### src/rtl/i2c_audio_slave.sv
// I2C write-only slave exposing a small bank of 9-bit audio codec registers.
// Bus frame: START, {DEV_ADDR,W}, {reg_addr,d8}, d[7:0], STOP.
module i2c_audio_slave #(
   parameter logic [6:0]  DEV_ADDR = 7'h1A,
   parameter int unsigned NUM_REGS = 10
) (
   input  logic       clk_i2c,
   input  logic       reset_n,
   input  logic       scl,
   input  logic       sda_in,
   output logic       sda_oe,
   output logic       wr_valid,
   output logic [6:0] wr_addr,
   output logic [8:0] wr_data,
   output logic [8:0] left_vol,
   output logic [8:0] right_vol,
   output logic       codec_active,
   output logic [3:0] write_count
);

   localparam int unsigned AW = 7;
   localparam int unsigned DW = 9;
   localparam int unsigned CW = 4;
   localparam logic [AW-1:0] RESET_ALL_ADDR = 7'h0F;

   typedef enum logic [2:0] {
      S_IDLE, S_ADDR, S_ADDR_ACK, S_REG, S_REG_ACK, S_DATA, S_DATA_ACK, S_IGNORE
   } state_e;

   // Power-on / soft-reset value of each codec register.
   function automatic logic [DW-1:0] reg_default(input int unsigned idx);
      case (idx)
         0, 1:    reg_default = 9'h097;
         2, 3:    reg_default = 9'h079;
         4:       reg_default = 9'h00A;
         5:       reg_default = 9'h008;
         6:       reg_default = 9'h09F;
         7:       reg_default = 9'h00A;
         default: reg_default = 9'h000;
      endcase
   endfunction

   // [0],[1] synchronizer stages, [2] previous synchronized value for edge detect
   logic [2:0] scl_sync_q;
   logic [2:0] sda_sync_q;

   state_e           state_q,    state_d;
   logic [2:0]       bit_cnt_q,  bit_cnt_d;
   logic [6:0]       shift_q,    shift_d;
   logic             ack_on_q,   ack_on_d;
   logic [AW-1:0]    reg_addr_q, reg_addr_d;
   logic             d8_q,       d8_d;
   logic             sda_oe_q,   sda_oe_d;
   logic             wr_valid_q, wr_valid_d;
   logic [AW-1:0]    wr_addr_q,  wr_addr_d;
   logic [DW-1:0]    wr_data_q,  wr_data_d;
   logic [CW-1:0]    wr_cnt_q,   wr_cnt_d;
   logic [DW-1:0]    regs_q [NUM_REGS];

   logic          scl_s, scl_p, sda_s, sda_p;
   logic          scl_rise_c, scl_fall_c, start_c, stop_c;
   logic [7:0]    byte_c;
   logic          commit_c;
   logic [DW-1:0] wdata_c;

   // Two-flop synchronizers plus one history flop for edge detection.
   always_ff @(posedge clk_i2c or negedge reset_n) begin
      if (!reset_n) begin
         scl_sync_q <= 3'b111;
         sda_sync_q <= 3'b111;
      end else begin
         scl_sync_q <= {scl_sync_q[1:0], scl};
         sda_sync_q <= {sda_sync_q[1:0], sda_in};
      end
   end

   assign scl_s      = scl_sync_q[1];
   assign scl_p      = scl_sync_q[2];
   assign sda_s      = sda_sync_q[1];
   assign sda_p      = sda_sync_q[2];
   assign scl_rise_c = scl_s & ~scl_p;
   assign scl_fall_c = ~scl_s & scl_p;
   // SDA transitions only count as bus conditions while SCL is stably high.
   assign start_c    = scl_s & scl_p & sda_p & ~sda_s;
   assign stop_c     = scl_s & scl_p & ~sda_p & sda_s;
   assign byte_c     = {shift_q, sda_s};
   assign wdata_c    = {d8_q, byte_c};

   // State and control registers.
   always_ff @(posedge clk_i2c or negedge reset_n) begin
      if (!reset_n) begin
         state_q    <= S_IDLE;
         bit_cnt_q  <= '0;
         shift_q    <= '0;
         ack_on_q   <= 1'b0;
         reg_addr_q <= '0;
         d8_q       <= 1'b0;
         sda_oe_q   <= 1'b0;
         wr_valid_q <= 1'b0;
         wr_addr_q  <= '0;
         wr_data_q  <= '0;
         wr_cnt_q   <= '0;
      end else begin
         state_q    <= state_d;
         bit_cnt_q  <= bit_cnt_d;
         shift_q    <= shift_d;
         ack_on_q   <= ack_on_d;
         reg_addr_q <= reg_addr_d;
         d8_q       <= d8_d;
         sda_oe_q   <= sda_oe_d;
         wr_valid_q <= wr_valid_d;
         wr_addr_q  <= wr_addr_d;
         wr_data_q  <= wr_data_d;
         wr_cnt_q   <= wr_cnt_d;
      end
   end

   // Next-state logic: bus conditions override, then per-state byte handling.
   always_comb begin
      state_d    = state_q;
      bit_cnt_d  = bit_cnt_q;
      shift_d    = shift_q;
      ack_on_d   = ack_on_q;
      reg_addr_d = reg_addr_q;
      d8_d       = d8_q;
      sda_oe_d   = sda_oe_q;
      wr_valid_d = 1'b0;
      wr_addr_d  = wr_addr_q;
      wr_data_d  = wr_data_q;
      wr_cnt_d   = wr_cnt_q;
      commit_c   = 1'b0;

      if (start_c) begin
         state_d   = S_ADDR;
         bit_cnt_d = '0;
         sda_oe_d  = 1'b0;
         ack_on_d  = 1'b0;
      end else if (stop_c) begin
         state_d   = S_IDLE;
         bit_cnt_d = '0;
         sda_oe_d  = 1'b0;
         ack_on_d  = 1'b0;
      end else begin
         case (state_q)
            S_ADDR, S_REG, S_DATA: begin
               if (scl_rise_c) begin
                  shift_d   = byte_c[6:0];
                  bit_cnt_d = bit_cnt_q + 3'd1;
                  if (bit_cnt_q == 3'd7) begin
                     case (state_q)
                        S_ADDR: state_d = (byte_c == {DEV_ADDR, 1'b0}) ? S_ADDR_ACK : S_IGNORE;
                        S_REG: begin
                           reg_addr_d = byte_c[7:1];
                           d8_d       = byte_c[0];
                           state_d    = S_REG_ACK;
                        end
                        default: begin
                           commit_c   = 1'b1;
                           wr_valid_d = 1'b1;
                           wr_addr_d  = reg_addr_q;
                           wr_data_d  = wdata_c;
                           wr_cnt_d   = wr_cnt_q + 4'd1;
                           state_d    = S_DATA_ACK;
                        end
                     endcase
                  end
               end
            end
            S_ADDR_ACK, S_REG_ACK, S_DATA_ACK: begin
               // First SCL fall drives ACK, second releases it and moves on.
               if (scl_fall_c) begin
                  if (!ack_on_q) begin
                     ack_on_d = 1'b1;
                     sda_oe_d = 1'b1;
                  end else begin
                     ack_on_d = 1'b0;
                     sda_oe_d = 1'b0;
                     case (state_q)
                        S_ADDR_ACK: state_d = S_REG;
                        S_REG_ACK:  state_d = S_DATA;
                        default:    state_d = S_IGNORE;
                     endcase
                  end
               end
            end
            S_IGNORE: sda_oe_d = 1'b0;
            default:  state_d  = S_IDLE;
         endcase
      end
   end

   // Register bank: single-register write or soft reset of every register.
   always_ff @(posedge clk_i2c or negedge reset_n) begin
      if (!reset_n) begin
         for (int unsigned i = 0; i < NUM_REGS; i++) regs_q[i] <= reg_default(i);
      end else if (commit_c) begin
         for (int unsigned i = 0; i < NUM_REGS; i++) begin
            if (reg_addr_q == RESET_ALL_ADDR)  regs_q[i] <= reg_default(i);
            else if (reg_addr_q == AW'(i))     regs_q[i] <= wdata_c;
         end
      end
   end

   assign sda_oe       = sda_oe_q;
   assign wr_valid     = wr_valid_q;
   assign wr_addr      = wr_addr_q;
   assign wr_data      = wr_data_q;
   assign write_count  = wr_cnt_q;
   assign left_vol     = regs_q[2];
   assign right_vol    = regs_q[3];
   assign codec_active = regs_q[9][0];

endmodule
### config.mk
export PLATFORM = sky130hd
export DESIGN_NAME = i2c_audio_slave
export DESIGN_NICKNAME = d
export VERILOG_FILES = /design/src/rtl/i2c_audio_slave.sv
export SDC_FILE = /design/constraint.sdc
export NUM_CORES = 1
export LEC_CHECK = 0
export BUFFER_PORTS_ARGS = -buffer_cell sky130_fd_sc_hd__buf_2
export CAP_MARGIN = 20
export CORE_AREA = 5 5 101 103
export CTS_CLUSTER_SIZE = 14
export DETAILED_ROUTE_END_ITERATION = 8
export DIE_AREA = 0 0 106 108
export HOLD_SLACK_MARGIN = 0.02
export PLACE_DENSITY_LB_ADDON = 0.08
export SETUP_SLACK_MARGIN = 0.3
export SYNTH_ARGS = -nofsm -noshare
export SYNTH_HDL_FRONTEND = slang
export SYNTH_SLANG_ARGS = --single-unit
export TNS_END_PERCENT = 100
### constraint.sdc
create_clock -name clk_i2c -period 2.4 [get_ports clk_i2c]
set_input_delay 0 -clock clk_i2c [delete_from_list [all_inputs] [get_ports clk_i2c]]
set_output_delay 0 -clock clk_i2c [all_outputs]
set_load 0.01 [all_outputs]
# [After elaboration in Yosys (flattened, before gate mapping)]
# Index checks and enable logic that the tools add are counted.
[totals] reg_bits=69 latch_bits=0 ram_bits=0 mem_bits_ro=0 output_inout_bits=41 elab_cells=105 mem_count=0
[op_classes] add_sub_neg=2 multipliers=0 n_div=0 magnitude_cmp=0 eq_ne=18 n_shift=0 n_mux=34 bitwise_logic=14 reduce_logical=21
[ops] op="2-to-1 mux 9 bit" n=4
[ops] op="2-to-1 mux 3 bit" n=11
[ops] op="inequality test 4 bit, second input constant" n=4
[ops] op="equality test 3 bit, second input constant" n=5
[ops] op="2-to-1 mux 1 bit" n=15
[ops] op="equality test 7 x 2 -> 1 bit, second input constant" n=2
[ops] op="equality test 7 x 4 -> 1 bit, second input constant" n=2
[ops] op="case mux 3 bit (2 select lines)" n=2
[ops] op="AND reduction 2 bit" n=6
[ops] op="AND reduction 6 bit" n=2
[ops] op="nonzero test 3 bit" n=4
[ops] op="case mux 3 bit (3 select lines)" n=1
[ops] op="equality test 8 x 6 -> 1 bit, second input constant" n=1
[ops] op="bitwise AND 1 bit" n=7
[ops] op="inverter 1 bit" n=7
[ops] op="equality test 3 x 2 -> 1 bit, second input constant" n=2
[ops] op="nonzero test 2 bit" n=3
[ops] op="OR reduction 3 bit" n=2
[ops] op="AND reduction 5 bit" n=1
[ops] op="adder 4 x 1 -> 4 bit, second input constant" n=1
[ops] op="AND reduction 4 bit" n=1
[ops] op="nonzero test 4 bit" n=1
[ops] op="adder 3 x 1 -> 3 bit, second input constant" n=1
[ops] op="equality test 3 x 1 -> 1 bit, second input constant" n=1
[ops] op="other kinds (3)" n=3

# [Logic depth before layout (Yosys ltp)]
# Gate-level depths: netlist of the first run.
[depth] depth_word=9 depth_mapped=7

# [Least setup slack after synthesis of the first run]
# Ideal clock, no wire load.
[synth_path] path_kind="reg-to-reg" startpoint="register scl_sync_q[1]" endpoint="register regs_q (netlist bit right_vol[1])" arrival_ns=1.789 required_ns=2.275 path_slack_ns=0.487 stages_incl_launch_ff=7 cell_sequence="dfstp_2 > buf_4 > nand3b_1 > nor2_1 > and4bb_1 > buf_6 > mux2_2"
[synth_via] elab_chain_cells=6 elab_cells_between_ends=11
[synth_lines] element="start, declared" line="44" source="logic [2:0] scl_sync_q;"
[synth_lines] element="start signal, assigned" line="72" source="scl_sync_q <= {scl_sync_q[1:0], scl};"
[synth_lines] element="bitwise AND 1 bit (on tied branches)" line="81, 84, 85"
[synth_lines] element="2-to-1 mux 1 bit / bitwise AND 1 bit (equally long branches)" line="146, 85"
[synth_lines] element="2-to-1 mux 1 bit / bitwise AND 1 bit (equally long branches)" line="144, 85"
[synth_lines] element="2-to-1 mux 1 bit" line="138" source="end else if (stop_c) begin"
[synth_lines] element="2-to-1 mux 1 bit *" line="133" source="if (start_c) begin"
[synth_lines] element="AND reduction 2 bit (no source line) *"
[synth_lines] element="end signal, assigned by index" line="198" source="if (reg_addr_q == RESET_ALL_ADDR) regs_q[i] <= reg_default(i);"
[synth_lines] element="end signal, assigned by index" line="199" source="else if (reg_addr_q == AW'(i)) regs_q[i] <= wdata_c;"
[synth_lines] element="end, declared" line="58" source="logic [DW-1:0] regs_q [NUM_REGS];"
# Every way passes the cells marked *; elsewhere a longest branch is shown, timed or not.
# A chain may end at the register's enable or synchronous reset.

# [Worst setup path after layout of the first run]
[layout_path] startpoint="register reg_addr_q[5]" endpoint="register regs_q (netlist bit left_vol[7])"
[layout_via] elab_chain_cells=3 elab_cells_between_ends=5
[layout_lines] element="start, declared" line="51" source="logic [AW-1:0] reg_addr_q, reg_addr_d;"
[layout_lines] element="start signal, assigned" line="108" source="reg_addr_q <= reg_addr_d;"
[layout_lines] element="equality test 7 x 4 -> 1 bit / equality test 7 x 2 -> 1 bit (equally long branches)" line="198, 199"
[layout_lines] element="nonzero test 2 bit (no source line)"
[layout_lines] element="AND reduction 2 bit (no source line)"
# Parallel ways exist; a longest one is shown, timed or not.

==> summary by stage, run 1 <==
Clock network
The tree built by TritonCTS fans out to 69 sinks. The library cell used as clock root buffer is sky130_fd_sc_hd__clkbuf_8. Clock-pin slew was measured on the worst setup and hold paths at 0.08 ns. In this run the deepest clock path goes through 2 buffers. The clock latency at the later pin of the worst-skew pair is 0.34 ns. The number of buffers created by CTS is 9. The count of H-tree levels built during CTS is 3.

TritonCTS built the clock tree.

Floorplanning
During I/O placement, the number of pins put on the boundary was 45. For this configuration, the core starts out at a cell density of 0.326. In this run the vertical extent of the chip is 108 um. The initialized floorplan defines 35 standard-cell rows.

The region available for standard cell placement spans 0.00911 mm2. The floorplan step defined a die boundary enclosing 0.0114 mm2. The floorplan step set the die width to 106 um.

Timing
The hold violation total from the final report came to 0. Derived from the worst setup path, the maximum achievable clock frequency is 503 MHz. The slew at the pin closest to its max-slew limit is 0.502 ns.

The number of max-slew violations in the final report is 0. On the final layout, the worst clock skew is 0.00718 ns. After routing, the total negative slack on setup checks comes to 0 ns.

Headroom to the max-slew limit came out at 0.665. The period utilization is 0.828. In the post-route analysis, the smallest setup slack over all paths is 0.413 ns. Setup violations remaining at the end of the flow were counted as 0. The routed design could run at a clock period as short as 1.99 ns.

Setup repair after global routing left no endpoint under its margin.

Final layout
The antenna cell count is 0. In the final layout, the multi-input gates occupy 0.00113 mm2. The share of layout cells above drive strength 1 is 0.436. The layout filler cell count is 915. The post-route cell area is 0.00360 mm2. Compared with the post-synthesis result, the final layout area differs by 21.0%. The final layout contains 298 nets. Across the whole layout, storage elements account for 0.00175 mm2.

Place
Timing analysis after detailed placement gives a worst setup slack of 0.401 ns. Routability-driven placement finished with a final weighted congestion of 0.773. Detailed placement ended at an HPWL of 4500 um. Input and output buffers added on the ports amount to 44. The total cell area at the placement stage is 0.00332 mm2.

Global route
The initial antenna violation count is 0. The global routing's busiest layer is met2. The met1 track demand over resource in global routing is 0.169. The global-route wire length before repair is 10700 um. The global-route usage over all layers is 0.120. The met2 usage in global routing is 0.177.

The largest net degree at the start of global routing is 28. The total congestion overflow is 0. In the global route stage, met3 resource usage came out at 0.0251. The number of global-route vias before repair is 2037.

Synthesis
Of all cell types, the one taking the most synthesized area is sky130_fd_sc_hd__dfrtp_1. The synthesized net count is 241. The synthesis warning total is 0. For this run, the register share of the synthesized area comes to 0.588.

The synthesized area per cell is 12.7 um2. The number of instances in the synthesized netlist is 234. The area share of the largest cell type after synthesis is 0.446. The distinct cell type count of the synthesized netlist is 49. The most used flip-flop cell after synthesis is sky130_fd_sc_hd__dfrtp_1. Summing every instance area after synthesis gives 0.00297 mm2.

After synthesis the netlist holds a flip-flop and latch count of 69. The share of async-settable or async-resettable flops after synthesis is 1.00. The synthesized design contains 0 enable-type register cells. Sorting the synthesized cells by area gives the leading types as sky130_fd_sc_hd__dfrtp_1 45%, sky130_fd_sc_hd__dfstp_2 14%, sky130_fd_sc_hd__mux2_2 13%, sky130_fd_sc_hd__nand2_1 3.2%, sky130_fd_sc_hd__nor2_1 2.0%.

Route
The remaining design rule violation count is 0. Once detail routing completed, the nets flagged for antenna violations numbered 0. The post-detailed-route wirelength per cell is 15.5 um. Dividing the detail-routed via count by the number of cells gives 4.78. The routed wire length is 6300 um. The number of vias in the routed layout is 1945. The number of iterations in the first detailed-routing pass is 4. The initial DRC count is 78.

Run status
The flow ran to the end, and the final reports show no timing, DRC or antenna violations.

Hold path
The classification of the worst-slack hold path is in -> async.

Worst setup path
At the worst endpoint, the arrival time is 2.21 ns. In this run the worst setup path terminates at left_vol[7]. The worst register-to-register path ends at left_vol[7]. In this run the worst setup path begins at reg_addr_q[5].

Across all register-to-register paths, the minimum setup slack is 0.41 ns. The endpoint required time on the critical path is 2.62 ns. The largest driver fanout on the critical path is 5. The critical path in this run is classified as reg -> reg. The kind of capture point of the worst setup path is a flop. The worst register-to-register path begins at reg_addr_q[5].

The launching element type of the critical path is a flop. The cell depth of the worst flop-to-flop path is 4.

Power
In this run the power density over the cells is 814 mW/mm2. The worst-case IR drop observed on VDD is 0.311 mV. The overall power is 2.93 mW. For this design the static power due to leakage is 1.78 nW.

Flow run
The number of max-cap violations is 0.
-- cell usage after synthesis, drive strengths merged, types with 2 or more instances --
| master | count |
|---|---|
| dfstp | 16 |
| mux2 | 33 |
| buf | 7 |
| nand2 | 25 |
| nand3 | 7 |
| nor3b | 2 |
| ha | 3 |
| a22o | 3 |
| a31oi | 2 |
| o2bb2ai | 2 |
| nand3b | 3 |
| dfrtp | 53 |
| nor2 | 16 |
| o21ai | 6 |
| xor2 | 3 |
| nor4 | 2 |
| mux2i | 5 |
| and2 | 4 |
| inv | 9 |
| xnor2 | 2 |
| clkbuf | 2 |
| a21oi | 8 |
-- cell type report --
class                   instances  area share
clock inverters                 6      0.0310
clock buffers                  10      0.0355
well taps                     111      0.0386
flip-flops and latches         69       0.486
inverters                       9     0.00939
repair buffers                 55      0.0863
multi-input cells             147       0.313
-- critical path, cell delays in order (launching register included) --
cell                        delay, ns
sky130_fd_sc_hd__dfrtp_1         0.43
sky130_fd_sc_hd__or4b_4          0.60
sky130_fd_sc_hd__a2111oi_4       0.32
sky130_fd_sc_hd__buf_4           0.19
sky130_fd_sc_hd__mux2_2          0.33
-- registers in the layout, summed over array words and instances (netlist names), 3 cells and up --
| signal | count |
|---|---|
| write_count | 4 |
| sda_sync_q | 3 |
| reg_addr_q | 7 |
| state_q | 3 |
| bit_cnt_q | 3 |
| wr_data | 9 |
| right_vol | 9 |
| left_vol | 9 |
| shift_q | 7 |
| scl_sync_q | 3 |
| wr_addr | 7 |
-- power breakdown --
group / internal, mW / switching (mW)
Clock: 0.691 / 0.445
Combinational: 0.161 / 0.200
Sequential: 1.27 / 0.162
-- metrics by stage --
stage	util	cells	hold slack, ns
after floorplan	-	234	-0.296
after global placement	0.364	387	-0.00604
after detailed placement	0.364	387	0.0000913
after CTS	0.394	406	0.166
after global routing	0.395	407	0.211
final	0.395	407	0.163
-- layer usage --
| layer | share of wire | vias to the layer above |
|---|---|---|
| li1 | - | 938 |
| met1 | 0.51 | 963 |
| met2 | 0.44 | 37 |
| met3 | 0.037 | 7 |
| met4 | 0.014 | 0 |
| met5 | 0 | - |
-- repair_timing --
action	4_1_cts	5_1_grt
endpoints found under the hold margin	22	0
hold buffers	3	0
gates resized for setup	0	1
setup endpoints to repair	0	4
setup buffers	0	1
-- cells by family after synthesis --
logic type | Yosys count | synth area share
xor+xnor | 5 | 0.0147
fa+ha+maj | 3 | 0.0126
flops | 69 | 0.588
simple gates | 69 | 0.123
mux | 38 | 0.142
buf+inv | 18 | 0.0341
compound gates | 32 | 0.0863
-- worst min-delay path by stage --
| stage | from | end | slack (ns) | depth (start not counted) |
|---|---|---|---|---|
| global placement | reset_n | left_vol[1] | -0.006 | 1 |
| detailed placement | reset_n | left_vol[1] | 0.00009 | 1 |
| floorplan | reset_n | ack_on_q | -0.30 | 0 |
| global route | reset_n | left_vol[1] | 0.21 | 2 |
| CTS | reset_n | left_vol[1] | 0.17 | 2 |
| finish | reset_n | left_vol[1] | 0.16 | 2 |
-- layout by cell type, fill, tap and decap left out, drive strengths merged, types with 2 or more instances in the layout --
master       instances
o2bb2ai              2
dfstp               16
dlygate4sd3          3
mux2i                5
a22o                 3
and2                 4
a21oi                8
a31oi                2
bufinv               3
clkbuf              10
nor2                16
inv                  9
mux2                33
clkinv               2
nor4                 2
nor3b                2
nand3                7
ha                   3
xor2                 3
xnor2                2
o21ai                6
dfrtp               53
nand3b               3
buf                 52
nand2               25
Note: power is estimated with default switching activity, not from simulation.
==> inputs of run 2 (changes only) <==
==> constraint.sdc (replaced) <==
create_clock -name clk_i2c -period 2.1 [get_ports clk_i2c]
set_input_delay 0 -clock clk_i2c [delete_from_list [all_inputs] [get_ports clk_i2c]]
set_output_delay 0 -clock clk_i2c [all_outputs]
set_load 0.01 [all_outputs]
==> run 2 against run 1 <==
Net effect: clock skew up 0.0019 ns; hold slack improved by 0.041 ns; wire length increased by 2.9%; critical path depth unchanged; die area did not move; flip-flop and latch count is the same; global-route usage rose by 0.15 points; clock power rose by 4%; sequential share of layout area decreased by 1.9 points; non-clock buffer count increased by 10; core utilization increased by 1.6 points; critical path type unchanged; largest cell class unchanged.
==> summary by stage, run 2 (synthesis gave the netlist of run 1 again) <==
Timing
The total negative slack is 0 ns (unchanged). The final worst clock skew is 0.00906 ns (+0.00188 ns). The hold violation total from the final report came to 0 (unchanged). Setup repair after global routing could not meet its margin everywhere. The worst hold slack after final layout is 0.204 ns (+0.0414 ns).

The slew at the pin closest to its max-slew limit was 0.628 ns (+0.126 ns). The maximum clock rate is 528 MHz (+5.0%). The worst slew margin relative to its limit is 0.581 (-0.0839).

The period utilization was 0.901 (+0.0734). The final critical delay including setup and external delays is 1.89 ns (-0.0941 ns). The worst path setup slack after routing is 0.207 ns (-0.206 ns). The count of endpoints failing setup in the final report is 0 (unchanged). The number of max-slew violations in the final report is 0 (unchanged).

Power
The fraction of power consumed by the clock network is 0.359 (-0.029). The combinational share of power is 0.147 (+0.024). The switching fraction of total power is 0.288 (+0.0127). The sequential power share is 0.494 (+0.005). The internal power component is 2.33 mW (+10%).

The power per cell area is 875 mW/mm2 (+7.5%). The worst voltage drop across the vdd grid is 0.289 mV (-7.0%). The overall power is 3.28 mW (+12%). The net switching power is 0.946 mW (+17%). The total leakage power is 1.83 nW (+2.9%).

Route
The post-detailed-route wirelength per cell is 15.6 um (+0.68%). The initial DRC count is 76 (-2.6%). The per-cell via count in the routed design is 4.77 (-0.10%). The remaining design rule violation count is 0 (unchanged). The routed wire length is 6480 um (+2.9%). The number of vias in the routed layout came to 1986 (+2.1%). The remaining antenna violation count is 0 (unchanged). The number of iterations in the first detailed-routing pass is 4 (unchanged).

Hold path
The tightest min-delay check is of the in -> async type.

Place
The placer's final routability congestion estimate is 0.738 (-4.5%). The post-detailed-placement half-perimeter wirelength is 4450 um (-0.95%). The number of placed instances with taps included came to 390 (+0.78%).

The worst slack at placement is 0.135 ns (-0.266 ns). The quantity of I/O buffers inserted on ports is 44 (unchanged).

Clock network
The number of clock sinks came to 69 (unchanged). The count of H-tree levels built during CTS is 3 (unchanged). The tree is rooted in a sky130_fd_sc_hd__clkbuf_8. The number of buffers created by CTS was 9 (unchanged). The clock latency at the later pin of the worst-skew pair came to 0.35 ns (about the same). The largest buffer count on any clock path was 2 (unchanged). TritonCTS built the clock tree. The clock slew seen by the registers of the worst setup and hold paths was 0.08 ns (about the same).

Global route
The number of global-route vias before repair is 2031 (-0.29%). The total congestion overflow is 0 (unchanged). The largest net degree at the start of global routing was 44 (+57%). The global-route wire length before repair is 10800 um (+0.71%). The global-route usage over all layers came to 0.121 (+0.00147). The initial antenna violation count is 0 (unchanged).

Floorplanning
The width of the chip is 106 um (unchanged). The cell row count is 35 (unchanged). The core area is 0.00911 mm2 (unchanged).

The die area came to 0.0114 mm2 (unchanged). The I/O pin count is 45 (unchanged). The die outline height is 108 um (unchanged). The starting density of the core was 0.326 (unchanged).

Final layout
Relative to the synthesized area, the layout overhead comes to 26.0%. The layout filler cell count is 906 (-0.98%). The count of non-filler cells in the finished layout is 416 (+2.2%).

The top cell types in the final layout, fill and taps aside, are 53 x sky130_fd_sc_hd__dfrtp_1, 44 x sky130_fd_sc_hd__buf_2, 25 x sky130_fd_sc_hd__mux2_2, 25 x sky130_fd_sc_hd__nand2_1, 16 x sky130_fd_sc_hd__dfstp_2. The number of nets in the layout is 308 (+3.4%). The most common cell after layout, fill and taps aside is sky130_fd_sc_hd__dfrtp_1. The antenna cell count was 0 (unchanged). The share of layout cells above drive strength 1 is 0.469 (+0.0330).

Worst setup path
The largest driver fanout on the critical path is 5 (unchanged). The setup path with the least slack is of type reg -> reg. The data arrival time of the critical path came to 2.13 ns (-0.08 ns). The endpoint required time on the critical path was 2.34 ns (-0.28 ns).

STA classifies the critical path startpoint as a flop. The worst setup path is captured at a flop.

Run status
The run finished with clean final reports.

Flow run
The number of max-cap violations is 0 (unchanged).
-- run 2: worst max-delay path: stages (launching register included) --
cell and delay [ns]:
sky130_fd_sc_hd__dfrtp_1 0.38, sky130_fd_sc_hd__or4b_4 0.57, sky130_fd_sc_hd__a2111oi_4 0.34, sky130_fd_sc_hd__buf_6 0.18, sky130_fd_sc_hd__mux2_4 0.30
-- run 2: layout make-up --
class	count	area (um2)	area share
timing repair buffer	65	425	0.114
clock inverter	6	88.8	0.0237
clock buffer	9	124	0.0331
multi-input combinational	147	1190	0.317
tap	111	139	0.0371
inverter	9	33.8	0.00902
sequential	69	1750	0.466
-- run 2: power groups by stage --
stage          clock network, mW  registers (mW)  logic (mW)
2_1_floorplan                  0            1.56       0.341
3_3_place_gp                   0            1.65       0.450
3_5_place_dp                   0            1.64       0.449
4_1_cts                     1.23            1.62       0.473
5_1_grt                     1.27            1.65       0.553
6_report                    1.18            1.62       0.482
-- run 2: layer usage --
layer,global-route usage,vias to the layer above,part of all wire
li1,-,958,-
met1,0.169,977,0.50
met2,0.173,39,0.44
met3,0.0316,12,0.042
met4,0.0629,0,0.022
met5,0,-,0
-- run 2: through the flow --
step,cell area (um2),util
finish,3750,0.411
global route,3750,0.411
CTS,3690,0.406
detailed placement,3370,0.370
global placement,3370,0.370
floorplan,2990,-
-- run 2: worst paths after layout --
kind                          startpoint       endpoint  slack, ns  cells past startpoint
max                        reg_addr_q[5]    left_vol[8]       0.21                      4
min                              reset_n    left_vol[1]       0.20                      2
max reg2reg                reg_addr_q[5]    left_vol[8]       0.21                      4
min reg2reg                sda_sync_q[0]  sda_sync_q[1]       0.36                      0
max in group asynchronous        reset_n  scl_sync_q[2]       1.18                      3
min in group clk_i2c              sda_in  sda_sync_q[0]       0.29                      2
-- run 2: repair_timing --
item / CTS / global route
buffers inserted: 6 / 2
endpoints found under the hold margin: 18 / 0
hold buffers: 3 / 0
pin swaps: 2 / 3
resized for setup: 12 / 7
endpoints found under the setup margin: 35 / 48
